## src/rtl/jump_unit_ras.sv

```systemverilog
// jump_unit_ras: EX-stage resolver for JAL/JALR with a circular return-address
// stack. Computes target and link, decides rd writeback, applies RAS push/pop
// hints and reports whether the RAS prediction matched a resolved return.
// A single registered output stage hands results to MEM.
//
// Handshake (both sides): a transfer happens on a rising clk edge where valid
// and ready are both high. in_ready = (!out_valid | out_ready) & !flush. While
// out_valid & !out_ready the output fields are held stable. flush drops the
// held result and blocks acceptance for that cycle.
module jump_unit_ras #(
  parameter int XLEN      = 32,
  parameter int RAS_DEPTH = 8,
  parameter int C_EXT     = 0
) (
  input  logic                         clk,
  input  logic                         rst_n,
  input  logic                         flush,
  input  logic                         in_valid,
  output logic                         in_ready,
  input  logic [1:0]                   in_op,
  input  logic [XLEN-1:0]              in_pc,
  input  logic [XLEN-1:0]              in_rs1_val,
  input  logic [XLEN-1:0]              in_imm,
  input  logic [4:0]                   in_rd,
  input  logic [4:0]                   in_rs1,
  output logic                         out_valid,
  input  logic                         out_ready,
  output logic [XLEN-1:0]              out_target,
  output logic [XLEN-1:0]              out_link,
  output logic [4:0]                   out_rd,
  output logic                         out_wen,
  output logic                         out_misalign,
  output logic                         out_illegal,
  output logic [XLEN-1:0]              out_ras_pred,
  output logic                         out_ras_hit,
  output logic [$clog2(RAS_DEPTH):0]   ras_count
);

  localparam int PW = $clog2(RAS_DEPTH);
  localparam int CW = PW + 1;
  localparam logic [CW-1:0] FULL = CW'(RAS_DEPTH);

  // Return-address stack storage and bookkeeping.
  logic [XLEN-1:0] ras_mem [RAS_DEPTH];
  logic [PW-1:0]   ras_ptr;
  logic [PW-1:0]   ptr_m1;

  // Decoded request.
  logic            op_jal;
  logic            op_jalr;
  logic            legal;
  logic [XLEN-1:0] sum_jal;
  logic [XLEN-1:0] sum_jalr;
  logic [XLEN-1:0] target_c;
  logic [XLEN-1:0] link_c;
  logic            misalign_c;
  logic            wen_c;
  logic            rd_link;
  logic            rs1_link;
  logic            push_h;
  logic            pop_h;
  logic            accept;
  logic            upd_ok;
  logic            do_push;
  logic            do_pop;
  logic [XLEN-1:0] pred_c;
  logic            hit_c;

  assign in_ready = (!out_valid || out_ready) && !flush;
  assign accept   = in_valid && in_ready;
  assign ptr_m1   = ras_ptr - PW'(1);

  // Target/link arithmetic, misalignment and writeback decision.
  always_comb begin
    op_jal     = (in_op == 2'd0);
    op_jalr    = (in_op == 2'd1);
    legal      = op_jal || op_jalr;
    sum_jal    = in_pc + in_imm;
    sum_jalr   = (in_rs1_val + in_imm) & ~XLEN'(1);
    target_c   = '0;
    link_c     = '0;
    if (legal) begin
      target_c = op_jal ? sum_jal : sum_jalr;
      link_c   = in_pc + XLEN'(4);
    end
    // With compressed instructions every 2-byte aligned target is legal.
    misalign_c = (C_EXT == 0) ? target_c[1] : 1'b0;
    wen_c      = legal && !misalign_c && (in_rd != 5'd0);
  end

  // RAS hint decode: x1 and x5 are the link registers.
  always_comb begin
    rd_link  = (in_rd == 5'd1) || (in_rd == 5'd5);
    rs1_link = (in_rs1 == 5'd1) || (in_rs1 == 5'd5);
    push_h   = 1'b0;
    pop_h    = 1'b0;
    if (op_jal) begin
      push_h = rd_link;
    end else if (op_jalr) begin
      push_h = rd_link;
      // Pop unless both are link registers and identical (that case is a call).
      pop_h  = rs1_link && (!rd_link || (in_rd != in_rs1));
    end
  end

  // Qualify hints with acceptance; a pop from an empty stack is a no-op.
  always_comb begin
    upd_ok  = accept && legal && !misalign_c;
    do_push = upd_ok && push_h;
    do_pop  = upd_ok && pop_h && (ras_count != '0);
    pred_c  = do_pop ? ras_mem[ptr_m1] : '0;
    hit_c   = do_pop && (pred_c == target_c);
  end

  // RAS state update; pop+push replaces the top entry in place.
  always_ff @(posedge clk) begin
    if (!rst_n) begin
      ras_ptr   <= '0;
      ras_count <= '0;
      for (int i = 0; i < RAS_DEPTH; i++) ras_mem[i] <= '0;
    end else if (do_pop && do_push) begin
      ras_mem[ptr_m1] <= link_c;
    end else if (do_push) begin
      ras_mem[ras_ptr] <= link_c;
      ras_ptr          <= ras_ptr + PW'(1);
      // Saturating count: overflow overwrites the oldest entry silently.
      if (ras_count != FULL) ras_count <= ras_count + CW'(1);
    end else if (do_pop) begin
      ras_ptr   <= ptr_m1;
      ras_count <= ras_count - CW'(1);
    end
  end

  // Output stage: capture on accept, drop on flush, retire when drained.
  always_ff @(posedge clk) begin
    if (!rst_n) begin
      out_valid    <= 1'b0;
      out_target   <= '0;
      out_link     <= '0;
      out_rd       <= '0;
      out_wen      <= 1'b0;
      out_misalign <= 1'b0;
      out_illegal  <= 1'b0;
      out_ras_pred <= '0;
      out_ras_hit  <= 1'b0;
    end else if (flush) begin
      out_valid <= 1'b0;
    end else if (accept) begin
      out_valid    <= 1'b1;
      out_target   <= target_c;
      out_link     <= link_c;
      out_rd       <= in_rd;
      out_wen      <= wen_c;
      out_misalign <= misalign_c;
      out_illegal  <= !legal;
      out_ras_pred <= pred_c;
      out_ras_hit  <= hit_c;
    end else if (out_ready) begin
      out_valid <= 1'b0;
    end
  end

endmodule

```

## config.mk

```make
export PLATFORM = sky130hd
export DESIGN_NAME = jump_unit_ras
export DESIGN_NICKNAME = d
export VERILOG_FILES = /design/src/rtl/jump_unit_ras.sv
export SDC_FILE = /design/constraint.sdc
export NUM_CORES = 1
export LEC_CHECK = 0
export BUFFER_PORTS_ARGS = -buffer_cell sky130_fd_sc_hd__buf_2
export CAP_MARGIN = 20
export CORE_UTILIZATION = 45
export DETAILED_ROUTE_END_ITERATION = 10
export PLACE_DENSITY = 0.76
export SYNTH_ARGS = -nofsm -noshare
export SYNTH_HDL_FRONTEND = slang
export SYNTH_SLANG_ARGS = --single-unit
```

## constraint.sdc

```tcl
create_clock -name clk -period 5.5 [get_ports clk]
set_clock_uncertainty 0.15 [all_clocks]
set_input_delay 0.55 -clock clk [delete_from_list [all_inputs] [get_ports clk]]
set_output_delay 0.55 -clock clk [all_outputs]
set_load 0.02 [all_outputs]
```

==> results of run 1 <==
[cell usage after synthesis, drive strengths merged (7+ instances only)]
cell / instances / area share [%]
a21o: 24 / 0.89
ha: 69 / 4.3
and3: 17 / 0.52
nor2: 418 / 7.7
buf: 15 / 0.42
o21a: 18 / 0.67
a22oi: 9 / 0.33
o21ai: 83 / 2.1
mux2i: 18 / 0.89
clkbuf: 113 / 2.1
nand2: 286 / 5.3
a31oi: 9 / 0.28
o21bai: 8 / 0.30
nand2b: 7 / 0.22
or2: 9 / 0.28
a21oi: 173 / 4.3
dfxtp: 112 / 11
or3: 9 / 0.28
nand3: 32 / 0.82
o211ai: 17 / 0.63
mux4: 64 / 7.1
edfxtp: 256 / 38
a211oi: 18 / 0.67
inv: 32 / 0.59
xor2: 36 / 1.6
nor2b: 8 / 0.25
nand4: 32 / 0.99
o2111ai: 7 / 0.30
and2: 11 / 0.34
xnor2: 46 / 2.0
nor3: 38 / 0.94
nor4: 8 / 0.28
[worst paths after layout]
check / from / to / slack (ns)
hold reg to reg: out_target[18]$_SDFFE_PN0P_ / out_target[18]$_SDFFE_PN0P_ / 0.30
hold / removal: flush / out_valid$_SDFFE_PP0P_ / 0.02
setup reg to reg: ras_ptr[0]$_SDFFE_PN0P_ / out_ras_hit$_SDFFE_PN0P_ / 1.06
setup / recovery: ras_ptr[0]$_SDFFE_PN0P_ / out_ras_hit$_SDFFE_PN0P_ / 1.06
[through the flow]
step / area [sq um] / cells
3_5_place_dp: 22000 / 2820
3_3_place_gp: 22000 / 2820
6_report: 23200 / 2891
2_1_floorplan: 20300 / 2084
4_1_cts: 23200 / 2891
5_1_grt: 23200 / 2891
[kinds of logic after synthesis]
logic type	count (synthesis)
buffers and inverters	161
DFF	368
muxes	86
adders and majority gates	72
AOI/OAI and AO/OA	414
and+or+nand+nor	901
xor gates and xnor gates	82
[cells in the final DEF, fill, tap and decap left out, types with 49 or more instances in the layout]
master | synthesis | layout
nor2_1 | 418 | 417
nand2_1 | 286 | 286
edfxtp_1 | 256 | 256
buf_2 | 8 | 223
a21oi_1 | 172 | 172
dfxtp_1 | 112 | 111
o21ai_0 | 81 | 81
ha_1 | 69 | 68
mux4_2 | 64 | 64
buf_4 | 1 | 49
[layer usage]
layer,track usage (%),vias to the layer above
met4,14.2,0
met2,48.1,1079
met1,36.8,8350
li1,-,7859
met5,0,-
met3,5.08,178
[final cells by class]
type	instances	area, sq um
Multi-Input combinational cell	1555	9740
Timing Repair Buffer	272	1480
Clock inverter	17	141
Sequential cell	368	9930
Inverter	33	125
Clock buffer	54	1080
Fill cell	3887	21100
Tap cell	592	741
[flip-flops by register name (all words and copies together), names as in the netlist]
register	count
out_illegal	1
out_link	32
out_ras_hit	1
out_ras_pred	32
out_rd	5
out_target	32
out_valid	1
out_wen	1
ras_count	4
ras_mem	256
ras_ptr	3
[critical path, cell delays in order, from the launching register on]
cell and delay [ns]:
dfxtp_4 0.69, inv_1 0.20, ha_2 0.88, mux4_2 0.42, nand2_1 0.12, nand2_1 0.19, a211oi_1 0.27, nand4_1 0.13
nor3_1 0.38, and4b_1 0.27, o2111ai_1 0.12, nor4_2 0.28, nand4_1 0.12, o21ai_1 0.12
[report_power, final]
group | internal [W] | switching [W] | total, W
logic | 0.000339 | 0.000679 | 0.00102
registers | 0.00304 | 0.0000322 | 0.00307
clock network | 0.00148 | 0.00112 | 0.00260
total | 0.00486 | 0.00183 | 0.00668
==> flow_metrics.env, run 1 <==
export IMPL_status="finished, final reports clean"
export IMPL_synth_seq_cells=368
export IMPL_die_area_sq_um=45900
export IMPL_viasPerCell=6.04
export IMPL_hp_class="primary input to flip-flop"
export IMPL_grt_pass1_wl_mm=101
export IMPL_synth_area_mux_share_pct=8.23
export IMPL_io_pins=224
export IMPL_gp_congestion=0.953
export IMPL_yosysUniqueCellTypes=79
export IMPL_syn_to_final_growth_pct=14.7
export IMPL_grt_pass1_vias=17000
export IMPL_cts_tree="yes"
export IMPL_synth_fa_ha_area_share_pct=4.56
export IMPL_synthXorXnorAreaFrac_pct=3.54
export IMPL_m1WireLength_mm=25.4
export IMPL_cp_max_fo=26
export IMPL_vias=17500
export IMPL_avgSynthCellArea_sq_um=9.72
export IMPL_start_util_pct=45.7
export IMPL_synth_compound_area_share_pct=12.5
export IMPL_synthArstFlopShare_pct=0
export IMPL_htree_levels=2
export IMPL_r2r_cells=13
export IMPL_antenna_found_initial=2
export IMPL_cts_inserted_buffers=39
export IMPL_met2_length_mm=32.1
export IMPL_place_port_buffers=223
export IMPL_clock_sinks=368
export IMPL_path_class="flip-flop to flip-flop"
export IMPL_n_antenna_cell=0
export IMPL_cts_path_max_buffers=3
export IMPL_power_w=0.00668
export IMPL_top_layer="met4"
export IMPL_synth_top_family_by_area="simple AND/OR/NAND/NOR gates"
export IMPL_hold_viol=0
export IMPL_ys_seq_area_share_pct=49.0
export IMPL_relSlewSlack_pct=30.9
export IMPL_fin_nets=2454
export IMPL_clock_latency_ns=0.57
export IMPL_synth_edff_count=256
export IMPL_yosys_area_share_simple_pct=19.0
export IMPL_post_route_period_util_pct=80.7
export IMPL_grt_total_usage_pct=29.0
export IMPL_die_h_microns=214
export IMPL_synth_flop_cell="edfxtp_1"
export IMPL_drt_pass1_iterations=8
export IMPL_whs_ns=0.0152
export IMPL_rsz0062_at_grt="no"
export IMPL_slew_violations=0
export IMPL_timing_fmax_mhz=225
export IMPL_syn_inst=2084
export IMPL_synth_nets=2269
export IMPL_fin_ws_ns=1.06
export IMPL_rows=77
export IMPL_start_kind="flip-flop"
export IMPL_wl_per_cell_microns=23.4
export IMPL_tns_ns=0
export IMPL_ys_warnings_count=0
export IMPL_drt_initial_drc_count=2102
export IMPL_min_period_ns=4.44
export IMPL_chipWidth_microns=214
export IMPL_holdBufCountCts=0
export IMPL_drc=0
export IMPL_worst_pin_slew_ns=1.03
export IMPL_worstPathArrival_ns=4.80
export IMPL_cts_root_buf="clkbuf_16"
export IMPL_syn_area_sq_um=20300
export IMPL_postRouteAntennaNets=0
export IMPL_p_leak_nw=8.95
export IMPL_cp_end_kind="flip-flop"
export IMPL_postCtsResizedCells=0
export IMPL_gr_total_overflow=0
export IMPL_vdd_drop_max_mv=0.209
export IMPL_coreArea_sq_um=44300
export IMPL_path_clk_slew_ns=0.06
export IMPL_wl_met3_mm=6.95
export IMPL_grt_max_degree=74
export IMPL_setup_viol=0
export IMPL_dp_final_hpwl_mm=48.3
export IMPL_cap_violations=0
export IMPL_cts_setup_buffers=0
export IMPL_powerDensity_nw_per_um2=288
export IMPL_drive_gt1_share_pct=18.3
export IMPL_final_util_pct=52.5
export IMPL_cp_data_required_time_ns=5.86
export IMPL_routed_wl_mm=67.8
export IMPL_min_path_cells=2
export IMPL_pre_cts_ws_ns=0.784
Note: power is estimated with default switching activity, not from simulation.
==> inputs of run 2 (changes only) <==
PLACE_DENSITY = 0.74   (was 0.76)
clock period = 4.1 ns   (was 5.5 ns; I/O delays follow)
==> flow_metrics.env, run 2 (synthesis results as in run 1) <==
export IMPL_htree_levels=2
export IMPL_drt_pass1_iterations=6
export IMPL_r2r_cells=11
export IMPL_clock_latency_ns=0.57
export IMPL_r2r_start="ras_count[0]$_SDFFE_PN0P_"
export IMPL_fin_cells=2972
export IMPL_final_util_pct=54.8
export IMPL_postRouteAntennaNets=0
export IMPL_status="finished, final reports clean"
export IMPL_relSlewSlack_pct=32.3
export IMPL_dp_final_hpwl_mm=50.0
export IMPL_path_cells="dlygate4sd3_1 > buf_2 > or4b_2 > nor4_2 > or4b_1 > ha_1 > xor2_1 > nor3_1 > nand2_1 > nand2_4 > buf_4"
export IMPL_fillers=3839
export IMPL_post_route_period_util_pct=96.0
export IMPL_cts_tree="yes"
export IMPL_antenna_found_initial=1
export IMPL_wl_met3_mm=5.60
export IMPL_cp_max_fo=10
export IMPL_grt_total_usage_pct=29.4
export IMPL_cp_end_kind="flip-flop"
export IMPL_cp_num_buf_inv=3
export IMPL_syn_to_final_growth_pct=19.8
export IMPL_cap_violations=0
export IMPL_rows=77
export IMPL_whs_ns=0.262
export IMPL_die_area_sq_um=45900
export IMPL_viasPerCell=5.99
export IMPL_slew_violations=0
export IMPL_regToRegSetupSlack_ns=0.23
export IMPL_rsz0062_at_grt="no"
export IMPL_m1WireLength_mm=26.5
export IMPL_hold_end="out_illegal$_SDFFE_PN0P_"
export IMPL_grt_max_degree=95
export IMPL_vdd_drop_max_mv=0.241
export IMPL_met2_length_mm=32.6
export IMPL_p_leak_nw=9.48
export IMPL_hp_class="primary input to flip-flop"
export IMPL_final_common_cell="nor2_1"
export IMPL_setup_viol=0
export IMPL_cts_inserted_buffers=39
export IMPL_hold_viol=0
export IMPL_clock_sinks=368
export IMPL_grt_pass1_wl_mm=104
export IMPL_drive_gt1_share_pct=21.2
export IMPL_cts_path_max_buffers=3
export IMPL_multi_input_area_sq_um=9790
export IMPL_r2r_end="out_ras_hit$_SDFFE_PN0P_"
export IMPL_n_antenna_cell=0
export IMPL_start_kind="primary input"
export IMPL_place_port_buffers=223
export IMPL_gp_congestion=0.985
export IMPL_largest_register_ffs=256
export IMPL_cts_root_buf="clkbuf_16"
export IMPL_cp_data_required_time_ns=4.19
export IMPL_chipWidth_microns=214
export IMPL_grt_pass1_vias=17600
export IMPL_start_util_pct=45.7
export IMPL_vias=17800
export IMPL_path_clk_slew_ns=0.06
export IMPL_min_path_cells=4
export IMPL_worst_pin_slew_ns=1.02
export IMPL_drc=0
export IMPL_path_class="primary input to flip-flop"
export IMPL_worstPathArrival_ns=4.03
export IMPL_cp_slowest_cell="or4b_2"
export IMPL_hp_start="in_op[1]"
export IMPL_top_register="ras_mem"
export IMPL_timing_fmax_mhz=254
export IMPL_min_period_ns=3.94
export IMPL_routed_wl_mm=67.8
export IMPL_ff_latch_area_sq_um=9930
export IMPL_placed_cells=2893
export IMPL_critPathMaxStageDelay_ns=0.78
export IMPL_gr_total_overflow=0
export IMPL_powerDensity_nw_per_um2=387
export IMPL_wl_per_cell_microns=22.8
export IMPL_io_pins=224
export IMPL_drt_initial_drc_count=1826
export IMPL_final_cell_mix="nor2_1, nand2_1, edfxtp_1, buf_2, a21oi_1"
export IMPL_top_layer="met5"
export IMPL_cp_top_family="simple AND/OR/NAND/NOR gates"
export IMPL_power_w=0.00939
export IMPL_coreArea_sq_um=44300
export IMPL_fin_nets=2534
export IMPL_die_h_microns=214
-- run 2: changes by cell type in the layout (fill, tap and decap cells not counted), moves of 3 or more --
cell           before  now
nand2_1           286  278
buf_12              0   17
buf_4              49  105
bufinv_16           2    7
nand2_4             0    8
clkinv_2            6    3
dlygate4sd3_1       0    7
-- run 2: layout make-up --
| class | count | share of cell area (%) |
|---|---|---|
| Clock buffer | 55 | 4.52 |
| Multi-Input combinational cell | 1555 | 40.3 |
| Timing Repair Buffer | 352 | 9.53 |
| Sequential cell | 368 | 40.9 |
| Inverter | 33 | 0.515 |
| Tap cell | 592 | 3.05 |
| Clock inverter | 17 | 1.13 |
-- run 2: what timing repair did --
| item | CTS | global route |
|---|---|---|
| setup endpoints to repair | 0 | 252 |
| buffers inserted | 0 | 0 |
| hold buffers | 7 | 0 |
| resized for setup | 0 | 2 |
| hold endpoints to repair | 6 | 0 |
-- run 2: metal layers --
layer  up-vias  global-route usage [%]
met5         -                       0
met4         2                    13.2
met3       163                    4.85
met2       885                    49.2
met1      8699                    37.5
li1       8042                       -
-- run 2: power by group --
group | total [W] | leakage, nW | switching (W) | internal, W
combinational | 0.00146 | 5.27 | 0.000926 | 0.000537
clock | 0.00381 | 0.659 | 0.00150 | 0.00232
sequential | 0.00412 | 3.55 | 0.0000422 | 0.00407
total | 0.00939 | 9.48 | 0.00246 | 0.00693
-- run 2: worst max-delay path by stage --
stage	cells after the start	from	slack [ns]	endpoint
after floorplan	17	ras_ptr[0]$_SDFFE_PN0P_	0.006	ras_mem[1][0]$_SDFFCE_PN0P_
after global placement	14	in_imm[0]	-0.17	out_ras_hit$_SDFFE_PN0P_
after detailed placement	14	in_imm[0]	-0.25	out_ras_hit$_SDFFE_PN0P_
after CTS	11	in_rd[4]	0.16	ras_mem[7][0]$_SDFFCE_PN0P_
after global routing	14	in_rd[4]	0.05	ras_mem[4][7]$_SDFFCE_PN0P_
final	11	in_rd[4]	0.16	ras_mem[7][2]$_SDFFCE_PN0P_
-- run 2: stage by stage --
stage               instance area, sq um  setup TNS [ns]  worst slack [ns]
floorplan                          20300               0           0.00564
CTS                                24300               0             0.159
global route                       24300               0            0.0526
global placement                   22800          -0.174            -0.174
finish                             24300               0             0.164
detailed placement                 22800           -3.26            -0.248
-- run 2: tightest hold or removal path: stages --
cell	delay (ns)
buf_2	0.13
buf_4	0.23
nand2_1	0.10
a21oi_1	0.06
